==> src/rtl/uart_pkg.sv <==
`default_nettype none
// ============================================================================
// Module   : uart_pkg
// Brief    : Shared UART encodings, frame constants and bit-period helper.
// Revision : 1.0
// ============================================================================

package uart_pkg;

    localparam logic [1:0] PAR_NONE     = 2'b00;
    localparam logic [1:0] PAR_ODD      = 2'b01;
    localparam logic [1:0] PAR_EVEN     = 2'b10;
    localparam logic [1:0] PAR_NONE_ALT = 2'b11;

    localparam logic [1:0] BAUD_2400  = 2'b00;
    localparam logic [1:0] BAUD_4800  = 2'b01;
    localparam logic [1:0] BAUD_9600  = 2'b10;
    localparam logic [1:0] BAUD_19200 = 2'b11;

    localparam int unsigned FRAME_BITS = 11;

    typedef enum logic [2:0] {
        ST_IDLE   = 3'd0,
        ST_START  = 3'd1,
        ST_DATA   = 3'd2,
        ST_PARITY = 3'd3,
        ST_STOP   = 3'd4
    } txState_t;

    // Clocks per bit, rounded to nearest; select code n means 2400 * 2^n baud.
    function automatic int unsigned bitClks(input int unsigned clkHz, input logic [1:0] sel);
        int unsigned baud;
        baud = 32'd2400 << sel;
        return (clkHz + (baud / 2)) / baud;
    endfunction

endpackage

`default_nettype wire

==> src/rtl/uart_baud_tick.sv <==
`default_nettype none
// ============================================================================
// Module   : uart_baud_tick
// Brief    : Bit-period divider producing a one-cycle tick every BitClks cycles.
// Revision : 1.0
// ============================================================================

module uart_baud_tick
    import uart_pkg::*;
#(
    parameter int unsigned CLK_HZ = 50_000_000
) (
    input  logic       Clock,
    input  logic       ResetN,
    input  logic       i_restart,
    input  logic [1:0] i_baudSel,
    output logic       o_bitTick
);

    localparam int unsigned c_CLKS_2400  = bitClks(CLK_HZ, BAUD_2400);
    localparam int unsigned c_CLKS_4800  = bitClks(CLK_HZ, BAUD_4800);
    localparam int unsigned c_CLKS_9600  = bitClks(CLK_HZ, BAUD_9600);
    localparam int unsigned c_CLKS_19200 = bitClks(CLK_HZ, BAUD_19200);
    localparam int          c_CNT_W      = $clog2(c_CLKS_2400);

    logic [c_CNT_W-1:0] r_cnt;
    logic [c_CNT_W-1:0] w_lastCnt;

    always_comb begin
        w_lastCnt = c_CNT_W'(c_CLKS_2400 - 1);
        case (i_baudSel)
            BAUD_2400:  w_lastCnt = c_CNT_W'(c_CLKS_2400 - 1);
            BAUD_4800:  w_lastCnt = c_CNT_W'(c_CLKS_4800 - 1);
            BAUD_9600:  w_lastCnt = c_CNT_W'(c_CLKS_9600 - 1);
            BAUD_19200: w_lastCnt = c_CNT_W'(c_CLKS_19200 - 1);
            default:    w_lastCnt = c_CNT_W'(c_CLKS_2400 - 1);
        endcase
    end

    assign o_bitTick = (r_cnt == w_lastCnt);

    always_ff @(posedge Clock or negedge ResetN) begin
        if (!ResetN) begin
            r_cnt <= '0;
        end else if (i_restart || o_bitTick) begin
            r_cnt <= '0;
        end else begin
            r_cnt <= r_cnt + c_CNT_W'(1);
        end
    end

endmodule

`default_nettype wire

==> src/rtl/uart_tx_unit.sv <==
`default_nettype none
// ============================================================================
// Module   : uart_tx_unit
// Brief    : UART transmitter, 11-bit frame (start, 8 data LSB first, parity, stop).
// Revision : 1.0
// ============================================================================

module uart_tx_unit
    import uart_pkg::*;
#(
    parameter int unsigned CLK_HZ = 50_000_000
) (
    input  logic       Clock,
    input  logic       ResetN,
    input  logic       Send,
    input  logic [7:0] Data,
    input  logic [1:0] ParityType,
    input  logic [1:0] BaudRate,
    output logic       DataTx,
    output logic       Busy,
    output logic       Done
);

    txState_t   r_state;
    txState_t   w_stateNext;
    logic [2:0] r_bitIdx;
    logic [2:0] w_bitIdxNext;
    logic [7:0] r_data;
    logic [1:0] r_baudSel;
    logic       r_parityBit;
    logic       r_dataTx;
    logic       r_busy;
    logic       r_done;
    logic       w_accept;
    logic       w_bitTick;
    logic       w_parity;
    logic       w_dataTxNext;

    uart_baud_tick #(
        .CLK_HZ (CLK_HZ)
    ) u_baudTick (
        .Clock     (Clock),
        .ResetN    (ResetN),
        .i_restart (w_accept),
        .i_baudSel (r_baudSel),
        .o_bitTick (w_bitTick)
    );

    assign w_accept = (r_state == ST_IDLE) && Send;

    always_comb begin
        w_parity = 1'b1;
        case (ParityType)
            PAR_ODD:  w_parity = ~^Data;
            PAR_EVEN: w_parity = ^Data;
            default:  w_parity = 1'b1;
        endcase
    end

    always_comb begin
        w_stateNext  = r_state;
        w_bitIdxNext = r_bitIdx;
        w_dataTxNext = 1'b1;
        case (r_state)
            ST_IDLE: begin
                if (Send) begin
                    w_stateNext = ST_START;
                end
            end
            ST_START: begin
                if (w_bitTick) begin
                    w_stateNext  = ST_DATA;
                    w_bitIdxNext = 3'd0;
                end
            end
            ST_DATA: begin
                if (w_bitTick) begin
                    if (r_bitIdx == 3'd7) begin
                        w_stateNext = ST_PARITY;
                    end else begin
                        w_bitIdxNext = r_bitIdx + 3'd1;
                    end
                end
            end
            ST_PARITY: begin
                if (w_bitTick) begin
                    w_stateNext = ST_STOP;
                end
            end
            ST_STOP: begin
                if (w_bitTick) begin
                    w_stateNext = ST_IDLE;
                end
            end
            default: w_stateNext = ST_IDLE;
        endcase

        // Line level is decided from the state being entered so DataTx can be a flop.
        case (w_stateNext)
            ST_START:  w_dataTxNext = 1'b0;
            ST_DATA:   w_dataTxNext = r_data[w_bitIdxNext];
            ST_PARITY: w_dataTxNext = r_parityBit;
            default:   w_dataTxNext = 1'b1;
        endcase
    end

    always_ff @(posedge Clock or negedge ResetN) begin
        if (!ResetN) begin
            r_state     <= ST_IDLE;
            r_bitIdx    <= 3'd0;
            r_data      <= 8'h00;
            r_baudSel   <= 2'b00;
            r_parityBit <= 1'b0;
            r_dataTx    <= 1'b1;
            r_busy      <= 1'b0;
            r_done      <= 1'b0;
        end else begin
            r_state  <= w_stateNext;
            r_bitIdx <= w_bitIdxNext;
            r_dataTx <= w_dataTxNext;
            r_busy   <= (w_stateNext != ST_IDLE);
            r_done   <= (r_state == ST_STOP) && w_bitTick;
            if (w_accept) begin
                r_data      <= Data;
                r_baudSel   <= BaudRate;
                r_parityBit <= w_parity;
            end
        end
    end

    assign DataTx = r_dataTx;
    assign Busy   = r_busy;
    assign Done   = r_done;

endmodule

`default_nettype wire

==> config.mk <==
export PLATFORM = sky130hd
export DESIGN_NAME = uart_tx_unit
export DESIGN_NICKNAME = d
export VERILOG_FILES = /design/src/rtl/uart_pkg.sv /design/src/rtl/uart_baud_tick.sv /design/src/rtl/uart_tx_unit.sv
export SDC_FILE = /design/constraint.sdc
export NUM_CORES = 1
export LEC_CHECK = 0
export CORE_MARGIN = 5
export CORE_UTILIZATION = 62
export DETAILED_ROUTE_END_ITERATION = 6
export PLACE_DENSITY = 0.85
export SYNTH_ARGS = -nofsm -noshare
export SYNTH_HDL_FRONTEND = slang
export SYNTH_HIERARCHICAL = 1
export SYNTH_SLANG_ARGS = --single-unit
==> constraint.sdc <==
create_clock -name Clock -period 5.9 [get_ports Clock]
set_clock_uncertainty 0.15 [all_clocks]
set_input_delay 0.59 -clock Clock [delete_from_list [all_inputs] [get_ports Clock]]
set_output_delay 0.59 -clock Clock [all_outputs]
set_load 0.005 [all_outputs]
== Yosys cells after proc, flatten, opt, wreduce, memory -nomap -nowiden ==
Cells that the tools add are included.

* Add/sub/neg operators: 2
* $lt $le $gt $ge: 1
* Eq/ne operators: 14
* Muxes and demuxes: 17
* Reductions and logical operators: 8

{| class="wikitable"
|+ Operators by type and width
! operator !! number
|-
| 15-bit case mux with 4 select lines || 1
|-
| 3-bit 2-to-1 mux || 9
|-
| 15-bit by 1-bit adder with 15-bit output, second input constant || 1
|-
| 15-bit equality test || 1
|-
| 15-bit 2-to-1 mux || 1
|-
| 3-bit case mux with 5 select lines || 1
|-
| 3-bit by 2-bit equality test with 1-bit output, second input constant || 4
|-
| 8-bit XNOR reduction || 1
|-
| 8-bit parity || 1
|-
| 2-bit equality test, second input constant || 3
|-
| 3-bit by 1-bit equality test with 1-bit output, second input constant || 2
|-
| 3-bit equality test, second input constant || 2
|-
| 3-bit case mux with 2 select lines || 1
|-
| 2-bit by 1-bit equality test with 1-bit output, second input constant || 2
|-
| 3-bit by 4-bit < comparator with 1-bit output, second input constant || 1
|-
| 3-bit by 1-bit adder with 3-bit output, second input constant || 1
|-
| 1-bit binary-select mux with 3-bit select || 1
|-
| 3-bit logical NOT || 1
|-
| 1-bit case mux with 3 select lines || 1
|-
| 3-bit nonzero test || 1
|-
| 1-bit logical AND || 2
|-
| 2-bit logical NOT || 1
|-
| 1-bit case mux with 2 select lines || 1
|-
| 1-bit logical OR || 1
|-
| 1-bit 2-to-1 mux || 1
|}

* Flip-flop bits (word level): 35
* Word-level logic and storage cells: 51

== Longest topological paths before layout ==
* Word-level depth: 8
* Mapped depth: 13

== Modules after synthesis ==
The synthesis kept the hierarchy.

{| class="wikitable"
|+ By module, submodules not included
! module !! instances !! cells an instance !! area each (um^2)
|-
| uart_tx_unit || 1 || 108 || 1,182.4
|-
| uart_baud_tick || 1 || 98 || 938.4
|}

== Worst setup path before layout ==
No wires, ideal clock.

* Kind: register to register
* Start point: register r_baudSel[0]
* End point: register r_dataTx, in the netlist DataTx
* Setup time: 0.087 ns
* Data arrival time: 2.937 ns
* Required time: 5.663 ns
* Slack: 2.726 ns
* Cell stages (with the launch flop): 14
* Buffers on the path: 2
* Period minus slack after synthesis: 3.174 ns
* Cell sequence: dfrtp_1 inv_1 ha_1 and3_2 o21ai_0 a2111oi_4 buf_6 buf_6 nor2b_4 and3_4 o22ai_4 mux2_4 a221oi_2 a211oi_1

* Longest elaborated chain between the ends: 8
* Elaborated cells on any way between the ends: 20

{| class="wikitable"
|+ RTL lines
! what !! line !! source
|-
| start, declared || uart_tx_unit.sv:29 || <nowiki>logic [1:0] r_baudSel;</nowiki>
|-
| start signal, assigned || uart_tx_unit.sv:125 || <nowiki>r_baudSel <= BaudRate;</nowiki>
|-
| 2-bit equality test (tied with other cells) || uart_baud_tick.sv:31 || <nowiki>case (i_baudSel)</nowiki>
|-
| 15-bit case mux with 4 select lines (*) || uart_baud_tick.sv:31 ||
|-
| 15-bit equality test (*) || uart_baud_tick.sv:40 || <nowiki>assign o_bitTick = (r_cnt == w_lastCnt);</nowiki>
|-
| via w_bitTick || uart_tx_unit.sv:35 || <nowiki>logic w_bitTick;</nowiki>
|-
| 3-bit 2-to-1 mux (on tied branches) || uart_tx_unit.sv:77, uart_tx_unit.sv:71 ||
|-
| 3-bit case mux with 2 select lines || uart_tx_unit.sv:64 || <nowiki>case (r_state)</nowiki>
|-
| 1-bit binary-select mux with 3-bit select || uart_tx_unit.sv:101 || <nowiki>ST_DATA: w_dataTxNext = r_data[w_bitIdxNext];</nowiki>
|-
| 1-bit 2-to-1 mux (implied by the code) || uart_tx_unit.sv:101 ||
|-
| 1-bit case mux with 3 select lines (*) || uart_tx_unit.sv:99 || <nowiki>case (w_stateNext)</nowiki>
|-
| via w_dataTxNext || uart_tx_unit.sv:37 || <nowiki>logic w_dataTxNext;</nowiki>
|-
| end signal, assigned || uart_tx_unit.sv:120 || <nowiki>r_dataTx <= w_dataTxNext;</nowiki>
|-
| end, declared || uart_tx_unit.sv:31 || <nowiki>logic r_dataTx;</nowiki>
|}

The timed path passes the listed nets; every way through them passes the cells marked *. The select of a mux whose other input is x is not followed.
A chain may end at the register's enable or synchronous reset.

== Worst setup path after layout ==
* Start point: register r_baudSel[0]
* End point: register r_dataTx, in the netlist DataTx

* Longest elaborated chain between the ends: 8
* Elaborated cells on any way between the ends: 20

{| class="wikitable"
|+ RTL lines
! what !! line !! source
|-
| 2-bit equality test (tied with other cells) || uart_baud_tick.sv:31 ||
|-
| 15-bit case mux with 4 select lines (*) || uart_baud_tick.sv:31 ||
|-
| 15-bit equality test (*) || uart_baud_tick.sv:40 ||
|-
| via w_bitTick || uart_tx_unit.sv:35 ||
|-
| 3-bit 2-to-1 mux (on tied branches) || uart_tx_unit.sv:77, uart_tx_unit.sv:71 ||
|-
| 3-bit case mux with 2 select lines (*) || uart_tx_unit.sv:64 ||
|-
| via w_bitIdxNext[1] || uart_tx_unit.sv:27 || <nowiki>logic [2:0] w_bitIdxNext;</nowiki>
|-
| 1-bit binary-select mux with 3-bit select (*) || uart_tx_unit.sv:101 ||
|-
| 1-bit 2-to-1 mux (implied by the code) (*) || uart_tx_unit.sv:101 ||
|-
| 1-bit case mux with 3 select lines (*) || uart_tx_unit.sv:99 ||
|-
| via w_dataTxNext || uart_tx_unit.sv:37 ||
|}

Marks and branches as above.

==> summary by stage <==
Outcome
The run finished with clean final reports.

Run
The max capacitance violation total is 0.

Routing
For this block, the initial DRC count from the detailed router was 160. The DRC violations left is 0. For this block, the via count after detailed routing is 1664. The met3 layer wire length in the routed design is ~260 um. The detail route stage leaves a number of antenna-violating nets equal to 0.

After detailed routing, the total wire length is 4.54 mm. The average routed wire per standard cell is about 17 um. The first detailed-routing pass took 5 iterations. The top layer used by detailed routing is met4. After detailed routing, the wire length on met1 is about 1.9 mm. In the routed layout, each cell is associated on average with a via count of between 6 and 7. Wire segments on met2 add up to 2.21 mm in the final route.

Global route
The initial antenna violation count is 0. The first global-routing pass estimated roughly 7.7 mm of wire. The via count of the first global-routing pass is roughly 1600. The maximum number of pins on one net before global-route repair is 36. The total global routing overflow is 0. The overall fraction of global-route tracks in use is between 20 and 25%.

Yosys
The synthesized net count is approximately 230. The total of warnings raised by yosys is 6. For this run, the leading register cell type out of synthesis is sky130_fd_sc_hd__dfrtp_1. The number of flops mapped to enable cells by yosys is 0. The count of unique library cells instantiated by Yosys is 49.

Averaged over all synthesized cells, the footprint is 10.3 um^2. The synthesis-stage register bit count is 35. The register area share after synthesis is between 40 and 50%.

After synthesis, the share of flip-flops with an asynchronous set or reset is 100%. The cell area after synthesis is roughly 0.0021 mm^2. In the synthesized netlist, the number of instances is roughly 200.

Final layout
The number of diodes is 0. The sequential cell area in the final layout is a little under 900 um^2. The share of layout cells above drive strength 1 is between 10% and 20%. Once layout is complete, the cells apart from fillers number between 200 and 300. The area growth from synthesis to final layout is 12.5%. The filler cells instantiated in the layout total 241.

The net count of the finished layout is roughly 250. The area used by multi-input combinational logic is ~0.0012 mm^2. Cells fill 71.5% of the core in the end.

Place
The count of input and output buffers is 17. The worst setup timing slack at the placement stage is 2.67 ns. Counting tap cells, the placed design contains a total of 261 instances.

The global placer's final weighted congestion is 1.06. The detailed placement HPWL is 3.35 mm.

Floorplan
The height of the chip is 68.5 um. The starting density of the core is 63.6%. From left edge to right edge, the die measures ~68 um. The core area is roughly 0.0033 mm^2. The overall die area is ~0.0047 mm^2. The total number of placement rows is 21. For this design the top-level I/O count stands at 18.

STA
The total negative slack for setup checks is 0 ns. The minimum clock period after layout is 3.30 ns. Static timing analysis puts the maximum clock frequency at 303 MHz. Measured against its own limit, the worst slew margin works out to a little under two thirds. The final-report max-slew violation count is 0.

Setup repair after global routing left no endpoint under its margin. The worst path uses between 50% and 60% of the clock period. The transition time at the pin with the least slew margin is roughly 0.54 ns. The smallest setup slack after layout is approximately 2.6 ns. Setup violations remaining at the end of the flow were counted as 0. The number of hold violations in the final report came to 0.

Clock network
The buffer depth of the longest clock path is 2. The maximum level of the CTS H-tree is 2. Clock-pin slew was measured on the worst setup and hold paths at 0.11 ns. The number of CTS-inserted buffers is 5. The tree is rooted in a sky130_fd_sc_hd__clkbuf_4. The clock sink count is 35. Buffers added to address setup during post-CTS repair amount to 0. The clock tree from TritonCTS is built.

The insertion delay of the later-clocked pin in the worst-skew pair is ~0.34 ns. After clock tree synthesis, the repair step resized 0 gates. Hold repair after CTS inserted 0 buffers.

Pwr
The leakage power total is slightly below 1 nW. The worst-case IR drop observed on VDD is 0.155 mV. The power density of the placed cells is approximately 280 mW/mm^2.

The total power after layout is 0.657 mW.

Setup path
STA classifies the critical path startpoint as a flop. STA puts the critical path data required time at between 6 and 7 ns. The critical path class is reg -> reg.

The arrival time at the worst endpoint is approximately 3.4 ns. Of all nets on the critical path, the largest fanout is 20. The startpoint of the worst register-to-register path is r_baudSel[0]$_DFFE_PN0P_. For the worst flop-to-flop path, the logic depth is 12. In this run the critical register-to-register path is captured at DataTx$_DFF_PN1_. The setup slack of the most critical reg-to-reg path is around 2.6 ns. The worst setup path is captured at a flop.

Worst hold path
The worst min-delay path startpoint is r_data[1]$_DFFE_PN0P_. The hold path depth is 1. The end of the worst hold path is r_data[1]$_DFFE_PN0P_. The tightest min-delay check is of the reg -> reg type.
==> where the power goes <==
| part | internal, mW | switching [mW] |
|---|---|---|
| clock | 0.0701 | 0.0795 |
| sequential | 0.282 | 0.0717 |
| combinational | 0.0787 | 0.0751 |
| total | 0.431 | 0.226 |
==> worst max-delay path by stage <==
stage                     cells after the start               end  slack, ns                startpoint
after floorplan                              13  DataTx$_DFF_PN1_       2.73  r_baudSel[0]$_DFFE_PN0P_
after global placement                       11  DataTx$_DFF_PN1_       2.88  r_baudSel[0]$_DFFE_PN0P_
after detailed placement                     12  DataTx$_DFF_PN1_       2.67  r_baudSel[0]$_DFFE_PN0P_
after CTS                                    12  DataTx$_DFF_PN1_       2.65  r_baudSel[0]$_DFFE_PN0P_
after global routing                         12  DataTx$_DFF_PN1_       2.35  r_baudSel[0]$_DFFE_PN0P_
final                                        12  DataTx$_DFF_PN1_       2.60  r_baudSel[0]$_DFFE_PN0P_
==> stage by stage <==
stage | hold slack, ns | area [um^2]
after detailed placement | 0.363 | 2320
after floorplan | 0.144 | 2120
after global placement | 0.360 | 2320
after global routing | 0.410 | 2390
after CTS | 0.391 | 2390
final | 0.397 | 2390
==> synth_stat cells (all sizes together), types with 2 or more instances <==
library cell	n	share of area (%)
buf	7	2.2
xnor2	17	7.0
mux2	13	7.1
and3	6	2.1
nand4	7	2.1
ha	8	4.7
nor4	4	1.2
nand2	12	2.1
mux2i	3	1.4
nand3	5	1.2
a221oi	2	1.1
a31oi	2	0.59
nor2	9	1.6
a2111oi	2	2.0
o22ai	3	1.5
clkbuf	4	0.71
nor4bb	2	0.94
dfrtp	34	40
inv	9	1.6
o21ai	8	2.1
a21oi	3	0.89
nor3	25	5.9
xor2	6	2.5
==> kinds of logic (layout without fill, tap and decap cells) <==
family | Yosys count | count (layout) | synth area share [%]
simple gates | 78 | 78 | 20.9
flops | 35 | 35 | 41.4
compound gates | 26 | 26 | 10.5
xor+xnor | 23 | 23 | 9.50
buf+inv | 20 | 37 | 4.54
mux | 16 | 16 | 8.50
fa+ha+maj | 8 | 8 | 4.72
==> flip-flops by register name, summed over array words and instances, names as in the netlist <==
signal	flops
u_baudTick/r_cnt	15
r_baudSel	2
r_bitIdx	3
r_data	8
DataTx	1
Done	1
r_parityBit	1
r_state	3
Busy	1
==> critical path, stage by stage (launching register included) <==
cell and delay [ns]:
sky130_fd_sc_hd__dfrtp_1 0.46, sky130_fd_sc_hd__inv_1 0.11, sky130_fd_sc_hd__ha_1 0.24, sky130_fd_sc_hd__and3_2 0.20, sky130_fd_sc_hd__o21ai_0 0.14, sky130_fd_sc_hd__a2111oi_4 0.54
sky130_fd_sc_hd__buf_4 0.33, sky130_fd_sc_hd__nand4bb_1 0.20, sky130_fd_sc_hd__nand2_1 0.14, sky130_fd_sc_hd__o21ai_2 0.11, sky130_fd_sc_hd__a2111oi_2 0.30, sky130_fd_sc_hd__a221oi_2 0.12
sky130_fd_sc_hd__a211oi_1 0.21
==> per-layer routing <==
layer  global-route usage, %  vias to the layer above
met3                    6.08                       13
met5                       0                        -
met1                    27.8                      814
met4                    13.2                        0
met2                    35.3                       59
li1                        -                      778
==> placed cells by master (no fill, tap or decap), types with 2 or more instances in the layout <==
| cell type | synthesis | routed |
|---|---|---|
| sky130_fd_sc_hd__nand3_1 | 5 | 5 |
| sky130_fd_sc_hd__buf_4 | 0 | 3 |
| sky130_fd_sc_hd__clkbuf_8 | 0 | 2 |
| sky130_fd_sc_hd__a21oi_1 | 2 | 2 |
| sky130_fd_sc_hd__nand4_1 | 7 | 7 |
| sky130_fd_sc_hd__nor4bb_1 | 2 | 2 |
| sky130_fd_sc_hd__o22ai_1 | 2 | 2 |
| sky130_fd_sc_hd__nor2_1 | 9 | 9 |
| sky130_fd_sc_hd__inv_1 | 8 | 8 |
| sky130_fd_sc_hd__dfrtp_1 | 34 | 34 |
| sky130_fd_sc_hd__clkdlybuf4s50_1 | 0 | 17 |
| sky130_fd_sc_hd__clkbuf_4 | 0 | 5 |
| sky130_fd_sc_hd__mux2i_1 | 3 | 3 |
| sky130_fd_sc_hd__nand2_1 | 12 | 12 |
| sky130_fd_sc_hd__nor3_1 | 25 | 25 |
| sky130_fd_sc_hd__a31oi_1 | 2 | 2 |
| sky130_fd_sc_hd__mux2_2 | 12 | 12 |
| sky130_fd_sc_hd__xor2_1 | 6 | 6 |
| sky130_fd_sc_hd__o21ai_0 | 6 | 6 |
| sky130_fd_sc_hd__nor4_1 | 4 | 4 |
| sky130_fd_sc_hd__and3_1 | 4 | 4 |
| sky130_fd_sc_hd__xnor2_1 | 17 | 17 |
| sky130_fd_sc_hd__ha_1 | 8 | 8 |
==> area by class of cell <==
cell class | count | area share (%)
Clock buffer | 8 | 2.88
Inverter | 9 | 1.42
Multi-Input combinational cell | 151 | 48.5
Sequential cell | 35 | 36.8
Tap cell | 46 | 2.41
Timing Repair Buffer | 20 | 8.08
(Power assumes the default switching activity.)
